`src/rtl/program_loader.sv`:
```
// Boot loader: fills the code memory from a framed byte stream (length header,
// big-endian words, XOR checksum) and raises run only after a clean load.
module program_loader #(
    parameter int ADDR_W = 9,
    parameter int WORD_W = 16
) (
    input  logic              clk,
    input  logic              rst,
    input  logic              start,
    input  logic [7:0]        rx_data,
    input  logic              rx_valid,
    output logic              rx_ready,
    output logic              code_w_en,
    output logic [ADDR_W-1:0] code_addr,
    output logic [WORD_W-1:0] code_data,
    output logic              run,
    output logic              busy,
    output logic              err,
    output logic [ADDR_W:0]   words_loaded
);
    localparam int LEN_W = ADDR_W + 1;
    localparam logic [LEN_W-1:0] DEPTH = LEN_W'(1 << ADDR_W);

    typedef enum logic [3:0] {
        IDLE, LEN_HI, LEN_LO, DATA_HI, DATA_LO, WRITE, CHK, RUN, ERROR
    } state_t;

    state_t            state;
    logic [LEN_W-1:0]  len;
    logic [7:0]        chk;
    logic [7:0]        word_hi;
    logic [ADDR_W-1:0] addr;

    logic              accept;
    logic [LEN_W-1:0]  len_full;
    logic [ADDR_W:0]   wl_next;

    always_comb begin
        rx_ready = (state == LEN_HI) || (state == LEN_LO) || (state == DATA_HI) ||
                   (state == DATA_LO) || (state == CHK);
        busy     = rx_ready || (state == WRITE);
        accept   = rx_valid && rx_ready;
        len_full = {len[LEN_W-1:8], rx_data};
        wl_next  = words_loaded + 1'b1;
    end

    always_ff @(posedge clk or posedge rst) begin
        if (rst) begin
            state        <= IDLE;
            len          <= '0;
            chk          <= '0;
            word_hi      <= '0;
            addr         <= '0;
            code_w_en    <= 1'b0;
            code_addr    <= '0;
            code_data    <= '0;
            run          <= 1'b0;
            err          <= 1'b0;
            words_loaded <= '0;
        end else begin
            code_w_en <= 1'b0;
            // start wins over any byte accepted in the same cycle
            if (start) begin
                state        <= LEN_HI;
                len          <= '0;
                chk          <= '0;
                addr         <= '0;
                run          <= 1'b0;
                err          <= 1'b0;
                words_loaded <= '0;
            end else begin
                case (state)
                    LEN_HI: if (accept) begin
                        chk <= chk ^ rx_data;
                        if (rx_data[7:LEN_W-8] != '0) begin
                            state <= ERROR;
                            err   <= 1'b1;
                        end else begin
                            len   <= {rx_data[LEN_W-9:0], 8'h00};
                            state <= LEN_LO;
                        end
                    end
                    LEN_LO: if (accept) begin
                        chk <= chk ^ rx_data;
                        len <= len_full;
                        if (len_full == '0 || len_full > DEPTH) begin
                            state <= ERROR;
                            err   <= 1'b1;
                        end else begin
                            state <= DATA_HI;
                        end
                    end
                    DATA_HI: if (accept) begin
                        chk     <= chk ^ rx_data;
                        word_hi <= rx_data;
                        state   <= DATA_LO;
                    end
                    DATA_LO: if (accept) begin
                        chk       <= chk ^ rx_data;
                        code_w_en <= 1'b1;
                        code_addr <= addr;
                        code_data <= {word_hi, rx_data};
                        state     <= WRITE;
                    end
                    WRITE: begin
                        addr         <= addr + 1'b1;
                        words_loaded <= wl_next;
                        state        <= (wl_next == len) ? CHK : DATA_HI;
                    end
                    CHK: if (accept) begin
                        if (rx_data == chk) begin
                            state <= RUN;
                            run   <= 1'b1;
                        end else begin
                            state <= ERROR;
                            err   <= 1'b1;
                        end
                    end
                    IDLE, RUN, ERROR: ;
                    default: state <= IDLE;
                endcase
            end
        end
    end
endmodule

```
`config.mk`:
```
export PLATFORM = sky130hd
export DESIGN_NAME = program_loader
export DESIGN_NICKNAME = d
export VERILOG_FILES = /design/src/rtl/program_loader.sv
export SDC_FILE = /design/constraint.sdc
export NUM_CORES = 1
export LEC_CHECK = 0
export CORE_ASPECT_RATIO = 0.9
export CORE_MARGIN = 3
export CORE_UTILIZATION = 55
export DETAILED_ROUTE_END_ITERATION = 8
export PLACE_DENSITY = 0.87
export SETUP_SLACK_MARGIN = 0.4
export SLEW_MARGIN = 5
export SYNTH_ARGS = -nofsm -noshare
export SYNTH_HDL_FRONTEND = slang
export SYNTH_SLANG_ARGS = --single-unit
```
`constraint.sdc`:
```
create_clock -name clk -period 2.9 [get_ports clk]
set_input_delay 0.58 -clock clk [delete_from_list [all_inputs] [get_ports clk]]
set_output_delay 0.58 -clock clk [all_outputs]
set_load 0.02 [all_outputs]
```
# Word level (Yosys, flattened, before mapping)
# Cells that the tools add are included.
[totals]
reg_bits = 77
input_bits = 12
output_inout_bits = 40
wordCells = 105
[classes]
add_sub_neg = 2
order_cmp = 1
eq_ne = 22
n_mux = 38
n_bitwise = 2
reduce_logical = 28
[ops]
columns = ["cell", "count"]
rows = [
  ["10-bit two-way mux", 5],
  ["4-bit two-way mux", 9],
  ["8-bit two-way mux", 4],
  ["4-bit case mux with 7 select lines", 1],
  ["3-bit inequality test (second input constant)", 7],
  ["10-bit case mux with 2 select lines", 1],
  ["9-bit two-way mux", 2],
  ["4-bit by 3-bit equality test with 1-bit output (second input constant)", 4],
  ["1-bit two-way mux", 14],
  ["2-bit nonzero test", 6],
  ["10-bit by 1-bit adder with 10-bit output (second input constant)", 1],
  ["10-bit equality test", 1],
  ["10-bit > comparator (second input constant)", 1],
  ["10-bit logical NOT", 1],
  ["9-bit by 1-bit adder with 9-bit output (second input constant)", 1],
  ["3-bit AND reduction", 3],
  ["4-bit by 2-bit equality test with 1-bit output (second input constant)", 2],
  ["8-bit equality test", 1],
  ["4-bit AND reduction", 2],
  ["8-bit XOR", 1],
  ["7-bit AND reduction", 1],
  ["1-bit logical OR", 6],
  ["2-bit inequality test (second input constant)", 3],
  ["3-bit by 2-bit inequality test with 1-bit output (second input constant)", 2],
  ["other kinds (14)", 14],
]

# Logic depth before layout (Yosys ltp)
# Gate-level depths: netlist (run 1).
[logic_depth]
depth_word = 9
ltp_mapped = 7
depth_no_buf = 6

# Worst setup path before layout (run 1)
# No wires, ideal clock.
[synth_timing]
kind = "input to register"
startpoint = "input port rx_data[2]"
endpoint = "register len[0]"
setup_time_ns = 0.125
t_arrival_ns = 2.129
required_ns = 2.775
setup_slack_ns = 0.646
path_stages = 5
path_buffers = 0
path_cell_list = "or4_4 -> nor4_4 -> o211ai_1 -> nand2_2 -> mux2_2"
[synth_via]
elab_chain_cells = 3
[synth_lines]
columns = ["item", "line_no", "source"]
rows = [
  ["start, declared", "10", "input logic [7:0] rx_data,"],
  ["6-bit nonzero test", "75", "if (rx_data[7:LEN_W-8] != '0) begin"],
  ["3-bit inequality test (no source line)", "n/a", ""],
  ["4-bit AND reduction (no source line)", "n/a", ""],
  ["end signal, assigned", "79", "len <= {rx_data[LEN_W-9:0], 8'h00};"],
  ["end signal, assigned", "85", "len <= len_full;"],
  ["end, declared", "29", "logic [LEN_W-1:0] len;"],
]
# Every way passes these cells.
# A chain may end at the register's enable or synchronous reset.

# Final worst setup path (run 1)
[layout_timing]
startpoint = "input port rx_data[2]"
endpoint = "register len[4]"
# Same word-level chain as after synthesis.

==> flow_metrics.py, run 1 <==
metrics = {
    "cells_and_area": {
        "syn2layout_area_growth_pct": 21.75,
        "final_util_pct": 71.01,
        "drive_above_1_share_pct": 20.64,
        "final_nets": 446,
        "diodes": 0,
    },
    "die": {
        "fp.dieH_um": 86.54,
        "ioPinCount": 52,
        "die_area_um2": 8263,
        "core_area_um2": 6797,
        "rows": 28,
        "die-width_um": 95.49,
        "start_util_pct": 58.32,
    },
    "drt": {
        "drt-initial-drc-count": 164,
        "viasPerCell": 5.762,
        "dr.pass1.iters": 4,
        "vias": 3031,
        "avgRoutedWirePerCell_um": 16.48,
        "drc_errors": 0,
        "totalWireLength_um": 8666,
        "ant_nets": 0,
    },
    "power_and_ir_drop": {
        "p_sw_uw": 522.2,
        "leakagePower_uw": 0.002197,
        "swShare_pct": 25.48,
        "p_clk_share_pct": 33.8,
        "finalPower_uw": 2049,
        "p_int_uw": 1527,
        "combPwrFrac_pct": 11.5,
        "p_seq_share_pct": 54.6,
        "peakVddDrop_mv": 0.3160,
        "powerDensity_nw_per_um2": 424.7,
    },
    "synthesis": {
        "synth_top_family_by_area": "simple AND/OR/NAND/NOR gates",
        "yosysTopAreaCellShare_pct": 48.61,
        "synth_common_cells": "77 x dfrtp_1, 39 x mux2_2, 33 x nor2_1",
        "synth_warnings": 0,
        "syn_nets": 387,
        "avgSynthCellArea_um2": 10.63,
        "synth_fa_ha_area_share_pct": 0.6313,
        "synth.area.top_cells": "dfrtp_1 49%, mux2_2 11%, xor2_1 4.9%",
        "syn_area_um2": 3964,
        "seq_area_frac_synth_pct": 48.61,
        "synth_edf_count": 0,
        "syn-instance-count": 373,
        "ys_ff_latch": 77,
        "synthMuxAreaShare_pct": 12.09,
        "yosysTopAreaCell": "dfrtp_1",
        "yosysUniqueCellTypes": 52,
        "synth_most_common_cell": "dfrtp_1",
        "synth-xor-area-share_pct": 8.838,
        "synthFlopType": "dfrtp_1",
        "async_reset_ff_share_pct": 100.0,
        "synth_compound_area_share_pct": 8.018,
        "synth-simple-area-share_pct": 18.78,
    },
    "worst_setup_path": {
        "crit_path_start": "rx_data[2]",
        "path_cells": "clkdlybuf4s50_1, or4_4, nor4_4, o211ai_1, nand2_2, mux2_2",
        "crit_slowest_cell": "or4_4",
        "crit_path_end": "len[4]$_DFFE_PP0P_",
        "crit_type": "input port to flop",
        "r2r_start": "words_loaded[0]$_DFFE_PP0P_",
        "worstPathMaxFanout": 8,
        "r2r_cells": 6,
        "reg2reg_slack_ns": 0.60,
        "slowest_delay_ns": 0.60,
        "critPathArrivalTime_ns": 2.58,
        "start_kind": "input port",
        "critPathCaptureType": "flop",
        "r2r-end": "state[2]$_DFFE_PP0P_",
        "crit_required_ns": 3.13,
    },
    "clock_tree": {
        "cts_buffers": 9,
        "cts_tree": "built",
        "clock-sinks": 77,
        "postCtsSetupRepairBufs": 0,
        "cts_max_path_buffers": 2,
        "path_clk_slew_ns": 0.07,
        "insertion_delay_ns": 0.34,
        "cts-root-buf": "clkbuf_8",
        "h-tree-depth": 3,
    },
    "timing": {
        "tns_ns": 0,
        "holdWs_ns": 0.4878,
        "worst_pin_slew_ns": 0.4903,
        "fin_ws_ns": 0.5456,
        "slew_violations": 0,
        "max_freq_mhz": 424.7,
        "final-hold-violation-count": 0,
        "min_period_ns": 2.354,
        "max_slew_margin_pct": 67.25,
        "rsz0062_at_grt": "no",
        "fin_crit_sh_pct": 81.19,
        "finalSetupViolCount": 0,
        "skew_ns": 0.009702,
    },
    "worst_hold_path": {
        "min_from": "code_addr[7]$_DFFE_PP0P_",
        "hp-class": "flop to flop",
    },
    "outcome": {
        "status": "finished clean",
    },
    "placed_design": {
        "hpwl_um": 6017,
        "routabilityCongestion": 0.8661,
        "io_buffer_count": 51,
        "pre_cts_slack_ns": 0.1291,
    },
    "global_route": {
        "grt_max_degree": 78,
        "grt_pass1_vias": 3033,
        "grt_pass1_wl_um": 14830,
        "antenna_found_initial": 0,
        "grt_overflow_total": 0,
        "grt_usage_pct": 23.00,
    },
    "job": {
        "drv_cap": 0,
    },
}
kinds of logic (layout without fill, tap and decap cells):
group                    count (synthesis)  after routing
flip-flops                              77             77
AO/OA/AOI/OAI                           47             47
multiplexers                            43             43
AND/OR/NAND/NOR                        136            136
buffers and inverters                   28             91
adder cells (fa/ha/maj)                  2              2
XOR/XNOR                                40             40
registers in the layout, indices dropped and copies added (netlist names):
name,flops
code_data,16
len,10
words_loaded,10
addr,9
code_addr,9
chk,8
word_hi,8
state,4
code_w_en,1
err,1
run,1
worst min-delay path by stage:
stage / end / cells after the start
after floorplan: code_data[15]$_DFFE_PP0P_ / 1
after global placement: code_addr[7]$_DFFE_PP0P_ / 2
after detailed placement: code_addr[7]$_DFFE_PP0P_ / 2
after CTS: code_addr[7]$_DFFE_PP0P_ / 2
after global routing: code_data[15]$_DFFE_PP0P_ / 1
final: code_addr[7]$_DFFE_PP0P_ / 2
metal layers:
layer	share of wire, %	vias to the layer above	GRT usage [%]
li1	-	1419	-
met1	45	1532	31.71
met2	49	68	35.98
met3	4.9	12	6.424
met4	1.4	0	6.331
met5	0	-	0
critical path, delay by kind of cell:
family | cells | cell delay (ns)
AND/OR/NAND/NOR | 3 | 1.07
AO/OA/AOI/OAI | 1 | 0.14
multiplexers | 1 | 0.37
buffers and inverters | 1 | 0.43
power groups by stage:
stage / sequential [µW] / clock (µW) / combinational (µW)
floorplan: 1130 / 0 / 152
global placement: 1140 / 0 / 231
detailed placement: 1140 / 0 / 238
CTS: 1120 / 710 / 238
global route: 1120 / 756 / 261
finish: 1120 / 694 / 236
per-stage QoR:
stage                     cells  instance area, µm²
after detailed placement    511                4654
after global placement      511                4654
final                       526                4826
after CTS                   526                4818
after floorplan             373                3968
after global routing        526                4826
cell type report:
type | instances | area, µm²
Clock buffer | 13 | 148.9
Sequential cell | 77 | 1929
Inverter | 6 | 26.28
Timing Repair Buffer | 70 | 666.9
Clock inverter | 2 | 10.01
Tap cell | 90 | 112.6
Multi-Input combinational cell | 268 | 1932
Fill cell | 475 | 1971
cell usage in the layout (no fill, tap or decap), types with 2 or more instances in the layout:
cell type        Yosys  layout
a211oi_1             2       2
a31oi_1              3       3
mux2i_1              4       3
xor2_1              22      22
clkdlybuf4s50_1      0      49
xnor2_1             18      18
nor2b_1              4       4
buf_4                0      18
nor3_1               7       6
o211ai_1             3       3
or3_1                7       7
nor4_4               2       2
nand3_1              9       9
dfrtp_1             77      75
clkinv_2             0       2
nor2_1              33      33
nand2b_1             6       6
clkbuf_1            15       3
a22o_1               2       2
a21oi_1             15      15
nand4_1              8       8
ha_1                 2       2
inv_1                6       5
nand2_1             30      30
or2_2                5       5
mux2_2              39      39
o21a_1               3       3
and3b_1              2       2
o21ai_0              9       9
and3_1              10      10
clkbuf_8             0      10
dfrtp_2              0       2
repair_timing:
| action | in CTS | in global routing |
|---|---|---|
| resized for setup | 3 | 3 |
| cloned | 0 | 0 |
| pin swaps | 0 | 0 |
| hold buffers | 0 | 0 |
| setup endpoints to repair | 2 | 3 |
Note: power is estimated with default switching activity, not from simulation.
==> inputs of run 2 (changes only) <==
==> constraint.sdc (replaced) <==
create_clock -name clk -period 2.5 [get_ports clk]
set_input_delay 0.5 -clock clk [delete_from_list [all_inputs] [get_ports clk]]
set_output_delay 0.5 -clock clk [all_outputs]
set_load 0.02 [all_outputs]
==> run 2 against run 1 <==
Utilization up 2.4 points; clock-buffer cell count down 4; power up 19%; worst hold slack worse by 0.0064 ns; via count up 2.8%; highest routed layer unchanged.
==> flow_metrics.py, run 2 (same netlist as run 1, synthesis figures left out) <==
metrics = {
    "outcome": {
        "status": "finished clean",
    },
    "die": {
        "die-width_um": 95.49,
        "ioPinCount": 52,
        "die_area_um2": 8263,
        "core_area_um2": 6797,
        "fp.dieH_um": 86.54,
        "rows": 28,
        "start_util_pct": 58.32,
    },
    "timing": {
        "min_period_ns": 2.078,
        "final-hold-violation-count": 0,
        "max_freq_mhz": 481.2,
        "skew_ns": 0.006901,
        "holdWs_ns": 0.4814,
        "max_slew_margin_pct": 64.06,
        "slew_violations": 0,
        "rsz0062_at_grt": "yes",
        "fin_crit_sh_pct": 83.13,
        "worst_pin_slew_ns": 0.5379,
        "finalSetupViolCount": 0,
    },
    "placed_design": {
        "routabilityCongestion": 0.9115,
        "io_buffer_count": 51,
        "hpwl_um": 6465,
        "place_area_um2": 4720,
    },
    "global_route": {
        "antenna_found_initial": 0,
        "grt_overflow_total": 0,
        "gr-max-usage-layer": "met2",
        "grt_usage_pct": 24.23,
        "use_met1_pct": 32.05,
        "use_met2_pct": 40.31,
        "grt_pass1_vias": 3135,
        "grt_max_degree": 36,
        "grtUsageMet3_pct": 6.424,
        "grt_pass1_wl_um": 15530,
    },
    "clock_tree": {
        "cts-root-buf": "clkbuf_8",
        "cts_tree": "built",
        "h-tree-depth": 3,
        "insertion_delay_ns": 0.35,
        "path_clk_slew_ns": 0.08,
        "cts_buffers": 9,
        "clock-sinks": 77,
        "cts_max_path_buffers": 2,
        "cts_hold_buf": 0,
    },
    "drt": {
        "ant_nets": 0,
        "viasPerCell": 5.758,
        "drt-initial-drc-count": 204,
        "totalWireLength_um": 9113,
        "dr.pass1.iters": 5,
        "avgRoutedWirePerCell_um": 16.84,
        "vias": 3115,
        "drc_errors": 0,
    },
    "cells_and_area": {
        "syn2layout_area_growth_pct": 25.88,
        "layout_common_cells": "74 x dfrtp_1, 44 x clkdlybuf4s50_1, 38 x mux2_2, 33 x nor2_1, 31 x buf_4",
        "final_nets": 460,
        "drive_above_1_share_pct": 25.28,
        "num-fill-cells": 467,
        "final_common_cell": "dfrtp_1",
        "diodes": 0,
        "largest_reg_flops": 16,
        "regMostFlops": "code_data",
        "final_area_um2": 4990,
        "largest_registers": "code_data (16), len (10), words_loaded (10)",
    },
    "worst_setup_path": {
        "crit_type": "input port to flop",
        "start_kind": "input port",
        "path_cells": "dlygate4sd2_1, or4_4, nor4_4, o211ai_1, nand2_2, mux2_2",
        "critPathCaptureType": "flop",
        "worstPathMaxFanout": 8,
        "crit_slowest_cell": "or4_4",
        "crit_required_ns": 2.73,
        "slowest_delay_ns": 0.59,
        "critPathArrivalTime_ns": 2.31,
    },
    "power_and_ir_drop": {
        "peakVddDrop_mv": 0.4702,
        "powerDensity_nw_per_um2": 488.8,
        "leakagePower_uw": 0.002294,
    },
    "job": {
        "drv_cap": 0,
    },
    "worst_hold_path": {
        "hp-class": "flop to flop",
    },
}
## run 2: per-layer routing
| layer | vias to the layer above | wire length (µm) |
|---|---|---|
| met5 | - | 0 |
| met4 | 0 | 65 |
| met3 | 7 | 625 |
| met2 | 113 | 4528 |
| met1 | 1539 | 3894 |
| li1 | 1456 | - |
## run 2: stage by stage
| step | utilization [%] | setup slack (ns) | total power, µW | std cells | setup TNS, ns |
|---|---|---|---|---|---|
| final | 73.42 | 0.4217 | 2439 | 541 | 0 |
| after global routing | 73.42 | 0.3766 | 2541 | 541 | 0 |
| after CTS | 72.68 | 0.2590 | 2453 | 536 | 0 |
| after detailed placement | 69.44 | -0.09528 | 1615 | 518 | -0.5371 |
| after global placement | 69.44 | -0.02762 | 1603 | 518 | -0.02762 |
| after floorplan | - | 0.4094 | 1493 | 373 | 0 |
## run 2: critical path: cells and delay by family
| kind | cells | cell delay [ns] |
|---|---|---|
| AO/OA/AOI/OAI | 1 | 0.14 |
| buffers and inverters | 1 | 0.24 |
| multiplexers | 1 | 0.36 |
| AND/OR/NAND/NOR | 3 | 1.06 |
## run 2: where the power goes
| group | internal, µW | switching (µW) | total (µW) | leakage (µW) |
|---|---|---|---|---|
| combinational | 132 | 167 | 299 | 0.00115 |
| clock | 363 | 478 | 842 | 0.0000820 |
| sequential | 1270 | 29.5 | 1300 | 0.00106 |
| total | 1760 | 675 | 2440 | 0.00229 |
## run 2: repair_timing
item | in CTS | in global routing
pin swaps | 11 | 6
endpoints found under the setup margin | 17 | 16
resized for setup | 14 | 6
buffers inserted | 2 | 5
## run 2: final timing paths
path                            cells after the start                         from                  endpoint  slack, ns
worst max-delay path                                6                   rx_data[4]        len[0]$_DFFE_PP0P_       0.42
worst min-delay path                                2     code_addr[7]$_DFFE_PP0P_  code_addr[7]$_DFFE_PP0P_       0.48
worst max register to register                      6  words_loaded[1]$_DFFE_PP0P_      state[2]$_DFFE_PP0P_       0.44
worst min register to register                      2     code_addr[7]$_DFFE_PP0P_  code_addr[7]$_DFFE_PP0P_       0.48
max in group asynchronous                           3                          rst        len[3]$_DFFE_PP0P_       1.32
min in group asynchronous                           2                          rst  code_addr[4]$_DFFE_PP0P_       0.54
## run 2: layout make-up
class / count / area (µm²) / area share [%]
sequential: 77 / 1931 / 38.69
multi-input combinational: 268 / 1981 / 39.69
timing repair buffer: 84 / 765.7 / 15.35
clock buffer: 9 / 123.9 / 2.482
clock inverter: 7 / 50.05 / 1.003
tap: 90 / 112.6 / 2.257
inverter: 6 / 26.28 / 0.5266
==> inputs of run 3 (changes only) <==
==> constraint.sdc (replaced) <==
create_clock -name clk -period 2 [get_ports clk]
set_input_delay 0.4 -clock clk [delete_from_list [all_inputs] [get_ports clk]]
set_output_delay 0.4 -clock clk [all_outputs]
set_load 0.02 [all_outputs]
==> run 3 against run 2 <==
The run now ends with negative setup slack left; clock skew increased by 0.0062 ns; clock power increased by 34%; non-clock buffer count grew 43; combinational power up 82%; critical path depth fell by 1; critical path type is now flop to output pin.
==> flow_metrics.py, run 3 (same netlist as run 1, synthesis figures left out) <==
metrics = {
    "outcome": {
        "status": "finished with violations",
        "violations": "negative setup slack",
    },
    "worst_setup_path": {
        "crit_family": "simple AND/OR/NAND/NOR gates",
        "cp_num_cells": 5,
        "worstPathMaxFanout": 5,
        "crit_slowest_cell": "dfrtp_1",
        "critPathArrivalTime_ns": 1.71,
        "path_cells": "nor3_1, buf_4, a211oi_4, or2_2, buf_2",
        "reg2reg_slack_ns": -0.10,
        "r2r_cells": 6,
        "crit_path_end": "busy",
        "critPathCaptureType": "output pin",
        "crit_path_start": "state[0]$_DFFE_PP0P_",
        "path_buf_inv": 2,
        "start_kind": "flop",
        "r2r-end": "len[7]$_DFFE_PP0P_",
        "slowest_delay_ns": 0.49,
        "crit_type": "flop to output pin",
        "r2r_start": "state[1]$_DFFE_PP0P_",
        "crit_required_ns": 1.60,
    },
    "placed_design": {
        "hpwl_um": 6720,
        "routabilityCongestion": 0.9188,
        "pre_cts_slack_ns": -0.4247,
        "dpl.cell_count": 545,
        "place_area_um2": 5030,
        "io_buffer_count": 51,
    },
    "clock_tree": {
        "cts_hold_buf": 0,
        "cts_tree": "built",
        "clock-sinks": 77,
        "cts-root-buf": "clkbuf_8",
        "path_clk_slew_ns": 0.09,
        "h-tree-depth": 3,
        "cts_max_path_buffers": 2,
        "cts_buffers": 9,
        "insertion_delay_ns": 0.36,
    },
    "timing": {
        "rsz0062_at_grt": "yes",
        "worst_pin_slew_ns": 0.4180,
        "min_period_ns": 2.113,
        "slew_violations": 0,
        "fin_ws_ns": -0.1132,
        "final-hold-violation-count": 0,
        "max_freq_mhz": 473.2,
        "fin_crit_sh_pct": 105.7,
        "finalSetupViolCount": 14,
        "skew_ns": 0.01313,
        "max_slew_margin_pct": 72.10,
        "holdWs_ns": 0.3953,
    },
    "cells_and_area": {
        "regMostFlops": "code_data",
        "layout_common_cells": "69 x dfrtp_1, 49 x buf_4, 37 x dlygate4sd2_1, 30 x nor2_1, 25 x buf_6",
        "drive_above_1_share_pct": 44.74,
        "largest_reg_flops": 16,
        "diodes": 0,
        "syn2layout_area_growth_pct": 46.34,
        "final_area_um2": 5801,
        "final_common_cell": "dfrtp_1",
        "num-fill-cells": 317,
        "stdcell_count": 584,
        "largest_registers": "code_data (16), len (10), words_loaded (10)",
        "final_nets": 503,
    },
    "drt": {
        "totalWireLength_um": 13320,
        "top_layer": "met4",
        "avgRoutedWirePerCell_um": 22.81,
        "viasPerCell": 6.204,
        "drc_errors": 0,
        "wl_met3_um": 986,
        "ant_nets": 0,
        "dr.pass1.iters": 5,
        "vias": 3623,
        "wl_met1_um": 5152,
        "drt-initial-drc-count": 320,
        "route.met2.wl_um": 6573,
    },
    "global_route": {
        "grt_pass1_vias": 3640,
        "antenna_found_initial": 0,
        "grt_max_degree": 36,
        "grt_pass1_wl_um": 18820,
        "grt_overflow_total": 0,
        "grt_usage_pct": 30.22,
    },
    "die": {
        "rows": 28,
        "die_area_um2": 8263,
        "core_area_um2": 6797,
        "start_util_pct": 58.32,
        "die-width_um": 95.49,
        "ioPinCount": 52,
        "fp.dieH_um": 86.54,
    },
    "job": {
        "drv_cap": 0,
    },
    "power_and_ir_drop": {
        "peakVddDrop_mv": 0.6634,
        "finalPower_uw": 3308,
        "leakagePower_uw": 0.002875,
        "powerDensity_nw_per_um2": 570.3,
    },
    "worst_hold_path": {
        "hp-class": "input port to asynchronous set/reset pin",
    },
}
==> run 3: stage by stage <==
step                util, %   TNS, ns
finish                85.35    -1.008
CTS                   81.24  -0.06543
global placement      74.01    -4.846
floorplan                 -   -0.3601
global route          85.35    -1.441
detailed placement    74.01    -5.411
==> run 3: how the worst min path moves through the flow <==
stage / end / depth (start not counted)
after floorplan: code_data[10]$_DFFE_PP0P_ / 1
after global placement: code_addr[7]$_DFFE_PP0P_ / 2
after detailed placement: code_addr[7]$_DFFE_PP0P_ / 2
after CTS: addr[4]$_DFFE_PP0P_ / 2
after global routing: addr[4]$_DFFE_PP0P_ / 2
final: addr[6]$_DFFE_PP0P_ / 2
==> run 3: where the power goes <==
group          switching, µW  internal, µW  leakage, µW  total [µW]
clock network            641           494    0.0000928        1130
logic                    302           242      0.00173         544
registers               43.2          1590      0.00105        1630
total                    986          2320      0.00287        3310
==> run 3: layer usage <==
metal	vias to the layer above	global-route usage [%]
met1	1812	38.01
met4	0	14.73
met5	-	0
met2	216	49.21
met3	62	7.031
li1	1533	-
==> run 3: timing repair <==
item | 4_1_cts | 5_1_grt
resized for setup | 137 | 54
hold endpoints to repair | 0 | 0
pin swaps | 46 | 31
buffers inserted | 15 | 8
endpoints found under the setup margin | 65 | 81
==> run 3: final cells by class <==
type	count	area, µm²	area share [%]
multi-input cells	268	2394	41.26
inverters	6	26.28	0.4530
clock buffers	10	137.6	2.373
repair buffers	127	1146	19.76
flip-flops and latches	77	1937	33.39
well taps	90	112.6	1.941
clock inverters	6	47.55	0.8197
==> run 3: worst reg2reg max path: cells and delay by family, from the launching register on <==
kind / cells / cell delay [ns]
buffers and inverters: 1 / 0.13
flip-flops: 1 / 0.47
AND/OR/NAND/NOR: 3 / 1.01
multiplexers: 1 / 0.22
AO/OA/AOI/OAI: 1 / 0.17
